$ cat src/rtl/lfsr_victim_select.sv
// Pseudo-random victim-way selector: LFSR candidate, lock skip, registered handshake response.
// Optional invalid-way priority is built only when LFSR_VICTIM_INVALID_FIRST_EN is defined.

module lfsr #(
  parameter int WIDTH       = 2,
  parameter bit NEEDS_RESET = 1'b1
) (
  input  logic             clk_i,
  input  logic             rst_i,
  input  logic             en_i,
  output logic [WIDTH-1:0] value_o
);

  function automatic logic [7:0] tap_mask(input int w);
    case (w)
      32'd2:   tap_mask = 8'b0000_0011;
      32'd3:   tap_mask = 8'b0000_0110;
      32'd4:   tap_mask = 8'b0000_1100;
      32'd5:   tap_mask = 8'b0001_0100;
      32'd6:   tap_mask = 8'b0011_0000;
      32'd7:   tap_mask = 8'b0110_0000;
      32'd8:   tap_mask = 8'b1011_1000;
      default: tap_mask = 8'b0000_0011;
    endcase
  endfunction

  localparam logic [WIDTH-1:0] TAPS = WIDTH'(tap_mask(WIDTH));

  logic [WIDTH-1:0] value_q;
  logic             fb_s;

  // Maximal-length XOR feedback, flipped when the shifted-on bits are zero so the all-zero state is included
  always_comb begin
    fb_s = (^(value_q & TAPS)) ^ (value_q[WIDTH-2:0] == {(WIDTH-1){1'b0}});
  end

  // LFSR state register
  always_ff @(posedge clk_i) begin
    if (rst_i && NEEDS_RESET) begin
      value_q <= {WIDTH{1'b0}};
    end else if (en_i) begin
      value_q <= {value_q[WIDTH-2:0], fb_s};
    end else begin
      value_q <= value_q;
    end
  end

  assign value_o = value_q;

endmodule

module lfsr_victim_select #(
  parameter int WAYS        = 4,
  parameter bit NEEDS_RESET = 1'b1
) (
  input  logic                    clk_i,
  input  logic                    rst_i,
  input  logic                    req_i,
  input  logic [WAYS-1:0]         valid_ways_i,
  input  logic [WAYS-1:0]         locked_ways_i,
  output logic                    ready_o,
  output logic                    victim_valid_o,
  output logic                    victim_none_o,
  output logic [$clog2(WAYS)-1:0] victim_way_o,
  output logic [WAYS-1:0]         victim_oh_o
);

  localparam int W = $clog2(WAYS);

  typedef enum logic [1:0] {
    IDLE    = 2'd0,
    SEARCH  = 2'd1,
    RESPOND = 2'd2
  } state_t;

  state_t          state_q, state_d;
  logic [W-1:0]    idx_q, idx_d;
  logic [WAYS-1:0] lock_q, lock_d;
  logic            valid_q, valid_d;
  logic            none_q, none_d;
  logic [W-1:0]    way_q, way_d;
  logic [WAYS-1:0] oh_q, oh_d;
  logic            accept_s;
  logic [W-1:0]    cand_s;
  logic            inv_hit_s;
  logic [W-1:0]    inv_way_s;

  assign ready_o  = (state_q == IDLE);
  assign accept_s = req_i & ready_o;

  lfsr #(
    .WIDTH       (W),
    .NEEDS_RESET (NEEDS_RESET)
  ) u_lfsr (
    .clk_i   (clk_i),
    .rst_i   (rst_i),
    .en_i    (accept_s),
    .value_o (cand_s)
  );

`ifdef LFSR_VICTIM_INVALID_FIRST_EN
  function automatic logic [W-1:0] lowest_set(input logic [WAYS-1:0] m);
    lowest_set = {W{1'b0}};
    for (int i = WAYS - 1; i >= 0; i--) begin
      if (m[i]) begin
        lowest_set = W'(i);
      end
    end
  endfunction

  assign inv_hit_s = |(~valid_ways_i & ~locked_ways_i);
  assign inv_way_s = lowest_set(~valid_ways_i & ~locked_ways_i);
`else
  // valid_ways_i is folded away so the invalid-priority path does not exist in this build
  assign inv_hit_s = 1'b0 & (|valid_ways_i);
  assign inv_way_s = {W{1'b0}};
`endif

  // Next-state and response selection
  always_comb begin
    state_d = state_q;
    idx_d   = idx_q;
    lock_d  = lock_q;
    way_d   = way_q;
    none_d  = none_q;
    case (state_q)
      IDLE: begin
        if (accept_s) begin
          lock_d = locked_ways_i;
          if (&locked_ways_i) begin
            none_d  = 1'b1;
            way_d   = {W{1'b0}};
            state_d = RESPOND;
          end else if (inv_hit_s) begin
            none_d  = 1'b0;
            way_d   = inv_way_s;
            state_d = RESPOND;
          end else if (!locked_ways_i[cand_s]) begin
            none_d  = 1'b0;
            way_d   = cand_s;
            state_d = RESPOND;
          end else begin
            idx_d   = cand_s + W'(1'b1);
            state_d = SEARCH;
          end
        end else begin
          state_d = IDLE;
        end
      end
      SEARCH: begin
        if (!lock_q[idx_q]) begin
          none_d  = 1'b0;
          way_d   = idx_q;
          state_d = RESPOND;
        end else begin
          idx_d   = idx_q + W'(1'b1);
          state_d = SEARCH;
        end
      end
      RESPOND: begin
        state_d = IDLE;
      end
      default: begin
        state_d = IDLE;
      end
    endcase
  end

  // Response outputs are computed alongside the transition into RESPOND so they arrive registered
  always_comb begin
    valid_d = (state_d == RESPOND);
    if (none_d) begin
      oh_d = {WAYS{1'b0}};
    end else begin
      oh_d = {{(WAYS-1){1'b0}}, 1'b1} << way_d;
    end
  end

  // State and output registers
  always_ff @(posedge clk_i) begin
    if (rst_i) begin
      state_q <= IDLE;
      idx_q   <= {W{1'b0}};
      lock_q  <= {WAYS{1'b0}};
      valid_q <= 1'b0;
      none_q  <= 1'b0;
      way_q   <= {W{1'b0}};
      oh_q    <= {WAYS{1'b0}};
    end else begin
      state_q <= state_d;
      idx_q   <= idx_d;
      lock_q  <= lock_d;
      valid_q <= valid_d;
      none_q  <= none_d;
      way_q   <= way_d;
      oh_q    <= oh_d;
    end
  end

  assign victim_valid_o = valid_q;
  assign victim_none_o  = none_q;
  assign victim_way_o   = way_q;
  assign victim_oh_o    = oh_q;

endmodule

$ cat config.mk
export PLATFORM = sky130hd
export DESIGN_NAME = lfsr_victim_select
export DESIGN_NICKNAME = d
export VERILOG_FILES = /design/src/rtl/lfsr_victim_select.sv
export SDC_FILE = /design/constraint.sdc
export NUM_CORES = 1
export LEC_CHECK = 0
export ABC_AREA = 1
export CAP_MARGIN = 10
export CORE_MARGIN = 2
export CORE_UTILIZATION = 47
export CTS_BUF_LIST = sky130_fd_sc_hd__clkbuf_16
export DETAILED_ROUTE_END_ITERATION = 10
export PLACE_DENSITY = 0.76
export REMOVE_ABC_BUFFERS = 1
export SLEW_MARGIN = 20
export SYNTH_ARGS = -nofsm -noshare
export SYNTH_HDL_FRONTEND = slang
export SYNTH_HIERARCHICAL = 1
export SYNTH_SLANG_ARGS = --single-unit
$ cat constraint.sdc
create_clock -name clk_i -period 1.8 [get_ports clk_i]
set_clock_uncertainty 0.1 [all_clocks]
set_input_delay 0.36 -clock clk_i [delete_from_list [all_inputs] [get_ports clk_i]]
set_output_delay 0.36 -clock clk_i [all_outputs]
set_load 0.05 [all_outputs]
# Word level (Yosys, flattened, before mapping)
# Index checks and enable logic that the tools add are counted.
[op_classes]
magnitude_cmp = 2
add_sub_neg = 2
n_bitwise = 3
n_eq_ne = 6
mux = 24
shift = 1
n_reduce_logical = 7
[op_table]
columns = ["operator", "n"]
rows = [
  ["2-bit two-way mux", 12],
  ["2-bit one-hot mux with 2 select lines", 3],
  ["2-bit by 3-bit < comparator with 1-bit output (second input constant)", 2],
  ["1-bit two-way mux", 6],
  ["5-bit AND reduction", 1],
  ["2-bit by 1-bit adder with 2-bit output (second input constant)", 2],
  ["1-bit binary-select mux with 2-bit select", 2],
  ["2-bit by 1-bit inequality test with 1-bit output (second input constant)", 2],
  ["2-bit inequality test (second input constant)", 2],
  ["4-bit AND reduction", 1],
  ["1-bit by 2-bit << shifter with 4-bit output (first input constant)", 1],
  ["2-bit by 1-bit equality test with 1-bit output (second input constant)", 1],
  ["2-bit equality test (second input constant)", 1],
  ["2-bit logical NOT", 1],
  ["1-bit one-hot mux with 2 select lines", 1],
  ["2-bit AND reduction", 1],
  ["2-bit nonzero test", 1],
  ["2-bit OR reduction", 1],
  ["2-bit parity", 1],
  ["1-bit bitwise AND", 1],
  ["1-bit inverter", 1],
  ["1-bit bitwise XOR", 1],
]
[totals]
in_bits = 11
regBits = 18

# Depth between registers and ports, before layout
[depth]
depth_word = 7
depth_mapped = 11
mapped_depth_nobuf = 11

# Cells and area by module
# Netlist, hierarchy kept.
[modules_own_cells]
columns = ["module", "cells_per_inst", "instances", "seq_area_each_um2", "area_per_inst_um2"]
rows = [
  ["lfsr_victim_select", 108, 1, 320.3, 779.5],
  ["lfsr", 12, 1, 40.0, 80.1],
]

# Worst setup path before layout
# No wires, ideal clock.
[synth_path]
path_kind = "flip-flop to flip-flop"
start = "reg state_q[1]"
end = "reg oh_q[1] (netlist: victim_oh_o[1])"
t_required_ns = 1.589
stages_incl_launch_ff = 11
period_less_slack_ns = 1.269
t_arrival_ns = 1.058
n_path_buf = 0
setup_time_ns = 0.111
setup_slack_ns = 0.531
path_cell_list = "dfxtp_1 inv_2 nand2_2 nor2_8 nand2_2 nand2_1 nor2_1 nor2_1 nand2_2 inv_2 nor2_1"
[synth_via]
elab_chain_cells = 5
[synth_lines]
columns = ["item", "line", "text"]
rows = [
  ["start, declared", "76", "state_t state_q, state_d;"],
  ["start signal, assigned", "190", "state_q <= state_d;"],
  ["2-bit logical NOT *", "88", "assign ready_o = (state_q == IDLE);"],
  ["1-bit bitwise AND *", "89", "assign accept_s = req_i & ready_o;"],
  ["net accept_s", "83", "logic accept_s;"],
  ["2-bit two-way mux / 1-bit two-way mux (equally long branches)", "128", "if (accept_s) begin"],
  ["2-bit one-hot mux with 2 select lines / 1-bit one-hot mux with 2 select lines (equally long branches)", "126", "case (state_q)"],
  ["1-bit by 2-bit << shifter with 4-bit output / 2-bit OR reduction (equally long branches)", "-", ""],
  ["end signal, assigned", "188", "oh_q <= {WAYS{1'b0}};"],
  ["end signal, assigned", "196", "oh_q <= oh_d;"],
  ["end, declared", "82", "logic [WAYS-1:0] oh_q, oh_d;"],
]
# The timed path passes the listed nets; every way through them passes the cells marked *.
# A chain may end at the register's enable or synchronous reset.

# Final worst setup path
[layout_path]
start = "in locked_ways_i[3]"
end = "reg idx_q[0]"
[layout_via]
elab_chain_cells = 4
[layout_lines]
columns = ["item", "line", "text"]
rows = [
  ["start, declared", "60", "input logic [WAYS-1:0] locked_ways_i,"],
  ["1-bit binary-select mux with 2-bit select", "138", "end else if (!locked_ways_i[cand_s]) begin"],
  ["1-bit two-way mux (not written as such)", "138", ""],
  ["2-bit by 1-bit inequality test with 1-bit output (no source line)", "-", ""],
  ["5-bit AND reduction (no source line) *", "-", ""],
  ["end signal, assigned", "183", "idx_q <= {W{1'b0}};"],
  ["end signal, assigned", "191", "idx_q <= idx_d;"],
  ["end, declared", "77", "logic [W-1:0] idx_q, idx_d;"],
]
# Every way passes the cells marked *; elsewhere a longest branch is shown, timed or not. The select of a mux whose other input is x is not followed.

==> results.toml <==
[run_status]
status = "complete, no violations"

[floorplanning]
rows = 15
ios = 20
die_y_um = 46.8
die_w_um = 46.8
die_area_um2 = 2190
core_um2 = 1730
start_util_pct = 49.8

[logic_synthesis]
netlist_instances = 120
synth_flop_cell = "dfxtp_1"
netlist_area_um2 = 860
ys_ff_latch = 18
synthArstFlopShare_pct = 0
synth.avg_cell_area_um2 = 7.16
synth_top_cells_by_count = "nor2_1, nand2_1, dfxtp_1"
yosysMostFrequentCell = "nor2_1"
synth-edff-count = 0
yosysTopAreaCell = "dfxtp_1"
synth.area.top_cells = "dfxtp_1, nor2_1, nand2_1, inv_1, nand2_2"
ys_seq_area_share_pct = 41.9
synth_cell_types = 20
synth-warning-count = 6
synth_top_area_share_pct = 41.9

[placement]
post-dp-hpwl_mm = 1.26
gp_congestion = 0.844
place_ws_ns = -0.0495
io_buffers = 15
place_inst = 166
placed_cell_area_um2 = 1080

[worst_setup_path]
r2r-start = "u_lfsr/value_o[0]$_SDFFE_PP0P_"
r2r_cells = 10
regToRegEndpoint = "victim_oh_o[2]$_SDFF_PP0_"
setup.worst_path.start = "locked_ways_i[3]"
cp.arrival_ns = 1.64
required_ns = 1.85
slowest_stage = "clkdlybuf4s50_1"
critPathBufInv = 3
critPathMaxFanout = 3
path_common_cell = "nor2_1"
end_kind = "register"
crit_path_max_incr_delay_ns = 0.51
path_cells = "clkdlybuf4s50_1 > nand2_1 > nand3_1 > nand3_2 > buf_4 > o22ai_2 > inv_1 > nor2_1 > nor2_1"
endpoint = "idx_q[0]$_SDFFE_PP0P_"
rrSetupSlack_ns = 0.29
path_class = "in2reg"
critPathLaunchType = "input port"
critPathTopFamily = "buffers and inverters"
cp.depth = 9

[power_and_ir_drop]
p_int_mw = 0.889
total_leakage_power_nw = 0.539
p_sw_share_pct = 32.4
p_switching_mw = 0.426
clockPowerShare_pct = 34.2
pwr-share-comb_pct = 29.3
ir_worst_vdd_v = 0.000619
pwr-share-seq_pct = 36.5
power_mw = 1.32
power.density_nw_per_um2 = 1140

[clock_tree]
cts_tree = "done"
worstSkewPairLatency_ns = 0.25
ctsHoldBuffers = 0
path_clk_slew_ns = 0.05
cts_buffer_depth = 2
cts_resized = 0
cts.sinks = 18
cts_setup_buffers = 0
cts_buffers = 3
htreeDepth = 1
root_buffer = "clkbuf_16"

[cells_and_area]
drive_above_1_share_pct = 28.3
fillers = 149
fin_cells = 170
fin_nets = 157
final_area_um2 = 1150
n_antenna_cell = 0
areaGrowthSynthToFinish_pct = 34.4
final_util_pct = 66.9

[grt]
globalRouteMet2Util_pct = 27.9
grt_pass1_wl_mm = 2.87
first_global_vias = 677
busiest_layer = "met2"
track_usage_pct = 19.1
antenna_found_initial = 0
grtUsageMet3_pct = 3.46
grt_use_met1_pct = 24.9
overflow = 0
grt_max_degree = 11

[routing]
via_per_inst = 4.66
drcViolationCount = 0
drt-total-wl_mm = 1.76
vias = 793
ant_nets = 0
drt-pass1-iter-count = 4
initialDrtViolationCount = 28
wl_per_cell_um = 10.3

[hold_path]
hp-class = "reg2reg"
hold_depth = 2

[timing]
holdWs_ns = 0.401
final-hold-violation-count = 0
totalNegativeSetupSlack_ns = 0
setup_ws_ns = 0.209
worst_pin_slew_ns = 0.266
post-route-min-period_ns = 1.59
grt_setup_unrepaired = "false"
max_freq_mhz = 628
slew_headroom_pct = 82.1
period_share_pct = 88.4
slew_violations = 0
setup-violations-final = 0

[run]
cap_violations = 0
metal layers:
layer	share of wire, %	wire length [µm]
met3	5.1	90
met2	46	812
met1	46	803
met5	0	0
met4	2.7	47
cells by family (layout without fill, tap and decap cells):
group                     after synthesis  after routing  share of synthesized area (%)
xor gates and xnor gates                1              1                           1.02
buffers and inverters                  19             44                           8.73
DFF                                    18             18                           41.9
AOI/OAI and AO/OA                      12             12                           7.86
and+or+nand+nor                        70             70                           40.5
power by group through the flow:
| stage | logic (mW) | clock network, mW | registers, mW |
|---|---|---|---|
| after floorplan | 0.207 | 0 | 0.533 |
| after global placement | 0.375 | 0 | 0.487 |
| after detailed placement | 0.379 | 0 | 0.488 |
| after CTS | 0.385 | 0.452 | 0.480 |
| after global routing | 0.421 | 0.474 | 0.487 |
| final | 0.385 | 0.449 | 0.481 |
final cells by class:
| cell class | count | area (µm²) | share of cell area (%) |
|---|---|---|---|
| tap | 25 | 31.3 | 2.71 |
| multi-input combinational | 83 | 424 | 36.7 |
| inverter | 18 | 67.6 | 5.85 |
| sequential | 18 | 360 | 31.2 |
| clock buffer | 3 | 75.1 | 6.50 |
| timing repair buffer | 22 | 193 | 16.7 |
| clock inverter | 1 | 3.75 | 0.325 |
worst register-to-register path, delay by kind of cell, from the launching register on:
| family | cells | cell delay (ns) |
|---|---|---|
| AND/OR/NAND/NOR | 9 | 0.83 |
| flip-flops | 1 | 0.44 |
| buffers and inverters | 1 | 0.08 |
worst min path at each step:
| stage | end | startpoint | slack, ns |
|---|---|---|---|
| floorplan | state_q[1]$_SDFF_PP0_ | rst_i | 0.33 |
| global placement | victim_none_o$_SDFF_PP0_ | victim_none_o$_SDFF_PP0_ | 0.40 |
| detailed placement | lock_q[1]$_SDFFE_PP0P_ | lock_q[1]$_SDFFE_PP0P_ | 0.40 |
| CTS | victim_none_o$_SDFF_PP0_ | victim_none_o$_SDFF_PP0_ | 0.41 |
| global route | victim_none_o$_SDFF_PP0_ | victim_none_o$_SDFF_PP0_ | 0.44 |
| finish | victim_none_o$_SDFF_PP0_ | victim_none_o$_SDFF_PP0_ | 0.40 |
flip-flops by register name, indices dropped and copies added (netlist names):
name / cells
lock_q: 4
idx_q: 2
u_lfsr/value_o: 2
state_q: 2
victim_way_o: 2
victim_none_o: 1
victim_valid_o: 1
victim_oh_o: 4
cell usage in the layout, fill, tap and decap left out, drive strengths merged:
cell type      netlist  routed
a21oi                3       3
buf                  1      16
clkbuf               0       3
clkdlybuf4s50        0       6
clkinv               0       1
dfxtp               18      18
inv                 18      18
nand2               30      30
nand3                8       8
nand3b               1       1
nand4                1       1
nor2                30      30
o21ai                8       8
o22ai                1       1
xnor2                1       1
(Power assumes the default switching activity.)
